===== config.mk =====
export PLATFORM = sky130hd
export DESIGN_NAME = tt_um_esd_controller
export DESIGN_NICKNAME = d
export VERILOG_FILES = /design/src/rtl/esd_pkg.sv /design/src/rtl/esd_debounce.sv /design/src/rtl/tt_um_esd_controller.sv
export SDC_FILE = /design/constraint.sdc
export NUM_CORES = 1
export LEC_CHECK = 0
export ABC_CLOCK_PERIOD_IN_PS = 3400
export BUFFER_PORTS_ARGS = -buffer_cell sky130_fd_sc_hd__buf_2
export CAP_MARGIN = 20
export CORE_UTILIZATION = 25
export DETAILED_ROUTE_END_ITERATION = 10
export PLACE_DENSITY = 0.5
export SETUP_SLACK_MARGIN = 0.4
export SYNTH_ARGS = -nofsm -noshare
export SYNTH_HDL_FRONTEND = slang
export SYNTH_HIERARCHICAL = 1
export SYNTH_SLANG_ARGS = --single-unit

===== constraint.sdc =====
create_clock -name clk -period 3.4 [get_ports clk]
set_input_delay 0.34 -clock clk [delete_from_list [all_inputs] [get_ports clk]]
set_output_delay 0.34 -clock clk [all_outputs]
set_load 0.02 [all_outputs]

===== src/rtl/esd_pkg.sv =====
// Shared types and constants for the emergency-shutdown controller tile.
package esd_pkg;

  typedef enum logic [1:0] {
    ST_SAFE  = 2'b00,
    ST_ARMED = 2'b01,
    ST_RUN   = 2'b10,
    ST_FAULT = 2'b11
  } esd_state_e;

  localparam int unsigned CLK_HZ           = 50_000_000;
  localparam int unsigned DEBOUNCE_CYC_DEF = 4;
  localparam int unsigned WDG_TIMEOUT_DEF  = 25_000_000;

  localparam int unsigned UI_ESTOP_A_N = 0;
  localparam int unsigned UI_ESTOP_B_N = 1;
  localparam int unsigned UI_ACK_N     = 2;
  localparam int unsigned UI_WDG_KICK  = 3;

  localparam int unsigned UO_SHUTDOWN  = 0;
  localparam int unsigned UO_LED       = 1;
  localparam int unsigned UO_STATE_LSB = 2;
  localparam int unsigned UO_STATE_MSB = 3;

endpackage


===== src/rtl/esd_debounce.sv =====
// Two-flop synchronizer followed by a stable-count debouncer; emits the
// debounced level and a one-cycle pulse on its 1->0 transition.
module esd_debounce #(
  parameter int unsigned N         = 4,
  parameter logic        RST_VAL   = 1'b1,
  parameter logic        FAST_FALL = 1'b0
) (
  input  logic clk,
  input  logic rst_n,
  input  logic din,
  output logic sync_o,
  output logic level_o,
  output logic fall_o
);

  localparam int unsigned CW = (N > 1) ? $clog2(N) : 1;

  logic          s1_q;
  logic          s2_q;
  logic [CW-1:0] cnt_q, cnt_d;
  logic          level_q, level_d;
  logic          fall_q, fall_d;

  always_ff @(posedge clk or negedge rst_n) begin
    if (!rst_n) begin
      s1_q    <= RST_VAL;
      s2_q    <= RST_VAL;
      cnt_q   <= '0;
      level_q <= RST_VAL;
      fall_q  <= 1'b0;
    end else begin
      s1_q    <= din;
      s2_q    <= s1_q;
      cnt_q   <= cnt_d;
      level_q <= level_d;
      fall_q  <= fall_d;
    end
  end

  // FAST_FALL drops the level on the first low sample; only rises are filtered.
  always_comb begin
    cnt_d   = '0;
    level_d = level_q;
    if (FAST_FALL && !s2_q) begin
      level_d = 1'b0;
    end else if (s2_q != level_q) begin
      if (cnt_q == CW'(N - 1)) begin
        level_d = s2_q;
      end else begin
        cnt_d = cnt_q + CW'(1);
      end
    end
    fall_d = level_q & ~level_d;
  end

  assign sync_o  = s2_q;
  assign level_o = level_q;
  assign fall_o  = fall_q;

endmodule


===== src/rtl/tt_um_esd_controller.sv =====
// Emergency-shutdown controller: filtered E-STOPs, ACK and watchdog kick
// drive a fail-safe shutdown output that is held high unless in RUN.
module tt_um_esd_controller
  import esd_pkg::*;
#(
  parameter int unsigned DEBOUNCE_CYC = DEBOUNCE_CYC_DEF,
  parameter int unsigned WDG_TIMEOUT  = WDG_TIMEOUT_DEF
) (
  input  logic [7:0] ui_in,
  output logic [7:0] uo_out,
  input  logic [7:0] uio_in,
  output logic [7:0] uio_out,
  output logic [7:0] uio_oe,
  input  logic       ena,
  input  logic       clk,
  input  logic       rst_n
);

  localparam int unsigned WDG_W = $clog2(WDG_TIMEOUT + 1);

  logic estop_sync, estop_released, estop_fall;
  logic ack_sync, ack_level, ack_press;
  logic estop;

  esd_debounce #(
    .N         (DEBOUNCE_CYC),
    .RST_VAL   (1'b1),
    .FAST_FALL (1'b1)
  ) u_estop_filt (
    .clk     (clk),
    .rst_n   (rst_n),
    .din     (ui_in[UI_ESTOP_A_N] & ui_in[UI_ESTOP_B_N]),
    .sync_o  (estop_sync),
    .level_o (estop_released),
    .fall_o  (estop_fall)
  );

  esd_debounce #(
    .N         (DEBOUNCE_CYC),
    .RST_VAL   (1'b1),
    .FAST_FALL (1'b0)
  ) u_ack_deb (
    .clk     (clk),
    .rst_n   (rst_n),
    .din     (ui_in[UI_ACK_N]),
    .sync_o  (ack_sync),
    .level_o (ack_level),
    .fall_o  (ack_press)
  );

  // The raw synchronized level covers the cycle before the filter drops.
  assign estop = ~estop_sync | ~estop_released;

  logic kick_s1_q, kick_s2_q, kick_prev_q;
  logic kick_evt;

  logic [WDG_W-1:0] wdg_cnt_q, wdg_cnt_d;
  logic             wdg_to;

  esd_state_e state_q, state_d;
  logic       shutdown_q, shutdown_d;
  logic       led_q;
  logic [1:0] state_code_q;

  always_ff @(posedge clk or negedge rst_n) begin
    if (!rst_n) begin
      kick_s1_q   <= 1'b0;
      kick_s2_q   <= 1'b0;
      kick_prev_q <= 1'b0;
    end else begin
      kick_s1_q   <= ui_in[UI_WDG_KICK];
      kick_s2_q   <= kick_s1_q;
      kick_prev_q <= kick_s2_q;
    end
  end

  assign kick_evt = kick_s2_q & ~kick_prev_q;

  always_comb begin
    wdg_cnt_d = wdg_cnt_q;
    if (kick_evt || state_q == ST_SAFE || state_q == ST_FAULT) begin
      wdg_cnt_d = '0;
    end else if (wdg_cnt_q != WDG_W'(WDG_TIMEOUT)) begin
      wdg_cnt_d = wdg_cnt_q + WDG_W'(1);
    end
  end

  assign wdg_to = (wdg_cnt_q == WDG_W'(WDG_TIMEOUT - 1)) && !kick_evt;

  always_comb begin
    state_d = state_q;
    if (estop) begin
      state_d = ST_FAULT;
    end else begin
      unique case (state_q)
        ST_SAFE, ST_FAULT: if (ack_press) state_d = ST_ARMED;
        ST_ARMED: begin
          if (kick_evt)    state_d = ST_RUN;
          else if (wdg_to) state_d = ST_FAULT;
        end
        ST_RUN:   if (wdg_to) state_d = ST_FAULT;
        default:  state_d = ST_FAULT;
      endcase
    end
    shutdown_d = (state_q != ST_RUN);
  end

  always_ff @(posedge clk or negedge rst_n) begin
    if (!rst_n) begin
      state_q      <= ST_SAFE;
      wdg_cnt_q    <= '0;
      shutdown_q   <= 1'b1;
      led_q        <= 1'b1;
      state_code_q <= 2'b00;
    end else begin
      state_q      <= state_d;
      wdg_cnt_q    <= wdg_cnt_d;
      shutdown_q   <= shutdown_d;
      led_q        <= shutdown_d;
      state_code_q <= state_q;
    end
  end

  assign uo_out[UO_SHUTDOWN]                = shutdown_q;
  assign uo_out[UO_LED]                     = led_q;
  assign uo_out[UO_STATE_MSB:UO_STATE_LSB]  = state_code_q;
  assign uo_out[7:4]                        = '0;
  assign uio_out                            = '0;
  assign uio_oe                             = '0;

  logic unused_ok;
  assign unused_ok = &{1'b0, ena, ui_in[7:4], uio_in, estop_fall, ack_sync, ack_level};

endmodule


* Word level (Yosys, flattened, before mapping) *
Index checks and enable logic that the tools add are counted.

storage, ports and cells
  register bits = 44
  input port bits = 19
  output and inout port bits = 24
  logic and storage cells = 65

operators by class
  $add $sub $neg = 3
  equal/unequal tests = 13
  mux-type cells = 17
  bitwise gates (word level) = 8
  reduce and logical (&&, ||, !) cells = 8

operator list
  cell                                           count
  two-way mux 25 bit                             2
  adder 25 x 1 -> 25 bit, second input constant  1
  == test 25 bit, second input constant          1
  != test 25 bit, second input constant          1
  two-way mux 2 bit                              9
  == test 2 bit, second input constant           4
  != test 2 bit, second input constant           3
  case mux 2 bit (3 select lines)                1
  two-way mux 1 bit                              5
  adder 2 x 1 -> 2 bit, second input constant    2
  NOT 1 bit                                      4
  AND 1 bit                                      3
  != test 3 x 2 -> 1 bit, second input constant  1
  == test 2 x 1 -> 1 bit, second input constant  1
  zero test 2 bit                                1
  logical OR 1 bit                               2
  != test 1 bit                                  2
  AND reduction 2 bit                            1
  nonzero test 2 bit                             1
  OR reduction 2 bit                             1
  logical AND 1 bit                              1
  zero test 1 bit                                1
  bitwise OR 1 bit                               1

* Longest topological paths before layout *
Gate-level depths: netlist of run 1.

  depth after elaboration = 8
  depth in mapped cells = 6
  gate-level depth less buffers = 6

* Modules after synthesis *
The synthesis of run 1 kept the hierarchy.

by module, submodules not included
  module                       instances  cells an instance  area an instance (sq um)  seq. area each (sq um)
  tt_um_esd_controller         1          201                1875.5                    827.0
  esd_debounce (u_estop_filt)  1          13                 216.5                     153.9
  esd_debounce (u_ack_deb)     1          12                 212.7                     153.9

* Worst setup path before layout of run 1 *
Ideal clock, no wire load.

  kind = register to register
  start = register wdg_cnt_q[2]
  end = register wdg_cnt_q[20]
  setup time = 0.078 ns
  data arrival time = 1.966 ns
  required time = 3.322 ns
  slack = 1.356 ns
  stages on the path, launching flop included = 7
  buffers on the path = 2
  clock period less this slack = 2.044 ns
  cells stage by stage = dfrtp_1 > nand4_1 > buf_2 > or4_1 > buf_2 > or4_1 > a21oi_1

between the ends
  longest elaborated chain between the ends = 3
  elaborated cells between the ends (all ways) = 5
  classes of those cells = add/sub (1); eq/ne (1); mux (2); reduce/logical (1)

ends and longest elaborated chain
  item                    RTL line                     source
  start, declared         tt_um_esd_controller.sv:57   logic [WDG_W-1:0] wdg_cnt_q, wdg_cnt_d;
  start signal, assigned  tt_um_esd_controller.sv:117  wdg_cnt_q <= wdg_cnt_d;
  adder 25 x 1 -> 25 bit  tt_um_esd_controller.sv:84   wdg_cnt_d = wdg_cnt_q + WDG_W'(1);
  two-way mux 25 bit      tt_um_esd_controller.sv:83   end else if (wdg_cnt_q != WDG_W'(WDG_TIMEOUT)) begin
  two-way mux 25 bit      tt_um_esd_controller.sv:81   if (kick_evt || state_q == ST_SAFE || state_q == ST_FAULT) begin

Parallel ways exist; a longest one is shown, timed or not. The select of a mux whose other input is x is not followed.
A chain may end at the register's enable or synchronous reset.

* Final worst setup path of run 1 *
Same ends and word-level chain as after synthesis.

==> results of run 1 <==
==> worst reg2reg max path: stages, from the launching register on <==
cell and delay (ns):
dfrtp_1 0.46, nand4_1 0.38, or4_1 0.81, or4_1 0.56, a21oi_1 0.16
==> cell type report <==
| class | count | area, sq um |
|---|---|---|
| Multi-Input combinational cell | 160 | 1010 |
| Clock buffer | 7 | 86.3 |
| Timing Repair Buffer | 11 | 75.1 |
| Sequential cell | 44 | 1110 |
| Clock inverter | 1 | 7.51 |
| Tap cell | 108 | 135 |
| Inverter | 11 | 41.3 |
| Fill cell | 927 | 6300 |
==> where the power goes <==
part / switching (mW) / total, mW / internal (mW)
Combinational: 0.0457 / 0.0716 / 0.0259
Clock: 0.175 / 0.340 / 0.165
Sequential: 0.0126 / 0.563 / 0.550
Total: 0.233 / 0.974 / 0.741
==> through the flow <==
stage	total power [mW]	setup WS, ns	cell area, sq um	hold WS, ns
3_3_place_gp	0.641	0.951	2340	0.340
4_1_cts	0.989	0.896	2430	0.137
5_1_grt	1.03	0.743	2460	0.129
6_report	0.974	0.940	2460	0.146
3_5_place_dp	0.642	0.921	2340	0.335
2_1_floorplan	0.639	1.36	2350	0.0444
==> path summary, 6_finish.rpt <==
check | startpoint | end | slack (ns) | depth (start not counted)
min reg2reg | kick_s1_q$_DFF_PN0_ | kick_s2_q$_DFF_PN0_ | 0.35 | 0
min in group asynchronous | rst_n | wdg_cnt_q[0]$_DFFE_PN0P_ | 0.48 | 2
max in group asynchronous | rst_n | u_ack_deb/sync_o$_DFF_PN1_ | 2.39 | 3
min | ui_in[2] | u_ack_deb/s1_q$_DFF_PN1_ | 0.15 | 1
max reg2reg | wdg_cnt_q[2]$_DFFE_PN0P_ | wdg_cnt_q[20]$_DFFE_PN0P_ | 0.94 | 4
max | wdg_cnt_q[2]$_DFFE_PN0P_ | wdg_cnt_q[20]$_DFFE_PN0P_ | 0.94 | 4
==> registers in the layout, indices dropped and copies added, names as in the netlist, 2 cells and up <==
register,flops
state_code_q,2
wdg_cnt_q,25
state_q,2
u_estop_filt/cnt_q,2
u_ack_deb/cnt_q,2
==> metal layers <==
layer / part of all wire (%) / wire length (um) / up-vias / global-route usage [%]
met4: 1.8 / 68 / 0 / 3.51
met2: 46 / 1770 / 25 / 14.2
met1: 50 / 1930 / 746 / 11.8
met3: 2.6 / 102 / 6 / 2.52
li1: - / - / 769 / -
met5: 0 / 0 / - / 0
==> repair_timing <==
action                    4_1_cts  5_1_grt
setup buffers                   0        0
hold buffers                    0        1
hold endpoints to repair        0       12
==> reports/results.tsv, run 1 <==
metric	value	unit
unrepaired setup endpoints after global routing	no	
WL per Instance	11.3	um
synthesized area per cell	10.1	sq um
# DRC	0	
maximum VDD drop	0.150	mV
vias	1546	
Post-CTS Resized	0	
PortBufs	9	
Cell Area, Synth	2280	sq um
YS warnings	6	
Worst EP required	3.61	ns
fmax	407	MHz
Post-Syn Instances	225	
largest net degree at the start of global routing	45	
post-route setup TNS	0	ns
Worst setup SP type	flip-flop	
crit path DAT	2.66	ns
PD cells	396	nW/um^2
gr usage total	9.06	%
Clock transition at path regs	0.08	ns
CTS Buf Count	5	
clock root cell	clkbuf_8	
CP Buf/Inv Count	0	
crit share post-route	72.3	%
Final Util	28.1	%
htree depth	2	
clk_skew	0.00520	ns
clk buf depth	2	
Rows	34	
Final Non-Filler Cells	342	
Crit-path slowest cell	or4_1	
initial drt markers	81	
antenna violations before repair	0	
vias in the first global route	1518	
min Tclk post-route	2.46	ns
crit path kind	reg -> reg	
Crit Path Max Fanout	11	
Final Max Slew Viols	0	
layout cells sized above 1	12.8	%
Vias per Instance	4.52	
drt pass-1 iters	4	
Slew headroom	40.5	%
final setup fails	0	
Critical Path Max Stage Delay	0.81	ns
die area	9500	sq um
initial core utilization	26.0	%
DRT Wirelength	3880	um
io pins	43	
core area	8760	sq um
maxcap violations	0	
CP top delay family	simple AND/OR/NAND/NOR gates	
Nets	262	
crit-path cells	nand4_1 -> or4_1 -> or4_1 -> a21oi_1	
post-DP HPWL	2620	um
dpl cells	332	
Worst Max-Slew Pin Slew	0.892	ns
clk sinks	44	
Hold Crit Class	in -> reg	
first-pass GRT wire length	7000	um
status	finished, final reports clean	
leading cell type in the layout, fill and taps excluded	dfrtp_1	
crit-path most repeated cell	or4_1	
GR Overflow Total	0	
P_leak	0.942	nW
global placer's final weighted congestion	0.755	
DRT antenna net count	0	
Clk Latency, worst-skew pair	0.29	ns
final hold violation count	0	
Crit. End Element	flip-flop	
die height	97.5	um
n_diodes	0	
CTS tree	built	
Layout area overhead	7.96	%
Die Width	97.5	um
most frequent cells in the layout	37 x dfrtp_1, 20 x conb_1, 15 x a21oi_1, 14 x nor2_1	
Note: power is estimated with default switching activity, not from simulation.
==> inputs of run 2 (changes only) <==
- ABC_CLOCK_PERIOD_IN_PS: 3400 -> 2250
- PLACE_DENSITY: 0.5 -> 0.52
- clock period: 3.4 -> 2.25 ns (I/O delays scaled with it)
==> run 2 against run 1 <==
Sequential share of layout area shrank 2.9 points. Sequential power increased by 51%. Worst setup slack lost 0.55 ns. Hold slack got worse by 0.12 ns. Register-to-register slack lost 0.55 ns. Critical path depth unchanged. Critical path type unchanged. Largest cell class unchanged.
==> reports/results.tsv, run 2 (synthesis results as in run 1) <==
metric	value	unit
clock root cell	clkbuf_8	
layout cells sized above 1	21.5	%
Final Non-Filler Cells	359	
crit share post-route	82.7	%
Vias per Instance	4.53	
GR Overflow Total	0	
max reg flops	25	
final hold violation count	0	
Layout area overhead	15.6	%
maximum VDD drop	0.199	mV
initial drt markers	92	
Final Max Slew Viols	0	
placed inst area	2420	sq um
global placer's final weighted congestion	0.721	
initial core utilization	26.0	%
die height	97.5	um
DRT antenna net count	0	
clk sinks	44	
CTS Buf Count	5	
Crit Path Max Fanout	8	
crit path DAT	2.08	ns
vias in the first global route	1537	
final setup fails	0	
clk buf depth	2	
Worst EP required	2.47	ns
Clk Latency, worst-skew pair	0.30	ns
setup slack, reg-to-reg	0.39	ns
Hold Crit Class	in -> reg	
dpl cells	340	
post-DP HPWL	2790	um
crit path kind	reg -> reg	
crit path from	wdg_cnt_q[8]$_DFFE_PN0P_	
Place WS	0.225	ns
PD cells	597	nW/um^2
unrepaired setup endpoints after global routing	yes	
# DRC	0	
vias	1627	
min Tclk post-route	1.86	ns
antenna violations before repair	0	
fmax	537	MHz
WL per Instance	11.7	um
maxcap violations	0	
status	finished, final reports clean	
Die Width	97.5	um
n_diodes	0	
P_leak	1.04	nW
htree depth	2	
core area	8760	sq um
Final WS setup	0.389	ns
post-route setup TNS	0	ns
Worst setup SP type	flip-flop	
first-pass GRT wire length	7260	um
Rows	34	
Nets	279	
most frequent cells in the layout	36 x dfrtp_1, 20 x conb_1, 17 x buf_4, 15 x a21oi_1, 14 x nor2_1	
DRT Wirelength	4190	um
largest net degree at the start of global routing	26	
io pins	43	
Slew headroom	64.0	%
Crit. End Element	flip-flop	
Finished Cell Area	2640	sq um
PortBufs	9	
origin of the critical flop-to-flop path	wdg_cnt_q[8]$_DFFE_PN0P_	
hold path start	ui_in[2]	
drt pass-1 iters	6	
gr usage total	9.24	%
largest register by flop count	wdg_cnt_q	
clk_skew	0.00910	ns
CTS tree	built	
Worst Max-Slew Pin Slew	0.539	ns
Clock transition at path regs	0.09	ns
die area	9500	sq um
leading cell type in the layout, fill and taps excluded	dfrtp_1	
## run 2: repair_timing
| action | 4_1_cts | 5_1_grt |
|---|---|---|
| pin swaps | 3 | 2 |
| setup buffers | 8 | 2 |
| endpoints found under the hold margin | 19 | 0 |
| gates resized for setup | 3 | 2 |
| hold buffers | 1 | 0 |
| endpoints found under the setup margin | 9 | 10 |
## run 2: critical path: stages, from the launching register on
cell and delay [ns]:
dfrtp_2 0.38, nand4_1 0.17, or4_4 0.63, or4_1 0.49, a21oi_1 0.13
## run 2: where the power goes
group | internal, mW | switching, mW | total, mW
clock | 0.329 | 0.284 | 0.613
sequential | 0.831 | 0.0191 | 0.851
combinational | 0.0389 | 0.0707 | 0.110
total | 1.20 | 0.374 | 1.57
## run 2: routing by layer
layer	GRT usage, %	vias up	part of all wire [%]
li1	-	803	-
met1	12.5	784	49
met2	14.7	32	46
met3	2.16	8	3.2
met4	2.71	0	1.4
met5	0	-	0
## run 2: path summary, 6_finish.rpt
| kind | endpoint | cells after the start |
|---|---|---|
| min reg2reg | u_estop_filt/sync_o$_DFF_PN1_ | 0 |
| min | u_ack_deb/s1_q$_DFF_PN1_ | 1 |
| min in group asynchronous | wdg_cnt_q[23]$_DFFE_PN0P_ | 2 |
| max | wdg_cnt_q[22]$_DFFE_PN0P_ | 4 |
| max reg2reg | wdg_cnt_q[22]$_DFFE_PN0P_ | 4 |
| max in group asynchronous | u_estop_filt/s1_q$_DFF_PN1_ | 3 |
## run 2: area by class of cell
cell class              count  area (sq um)
clock buffers               5          68.8
well taps                 108           135
flip-flops and latches     44          1110
multi-input cells         160          1030
fillers                   915          6130
repair buffers             28           203
clock inverters             3          42.5
inverters                  11          41.3
## run 2: stage by stage
step / total power, mW / utilization, % / hold WS (ns)
2_1_floorplan: 0.966 / - / -0.0706
3_3_place_gp: 0.972 / 27.6 / 0.242
3_5_place_dp: 0.977 / 27.6 / 0.237
4_1_cts: 1.60 / 29.8 / 0.00996
5_1_grt: 1.64 / 30.1 / 0.0108
6_report: 1.57 / 30.1 / 0.0232
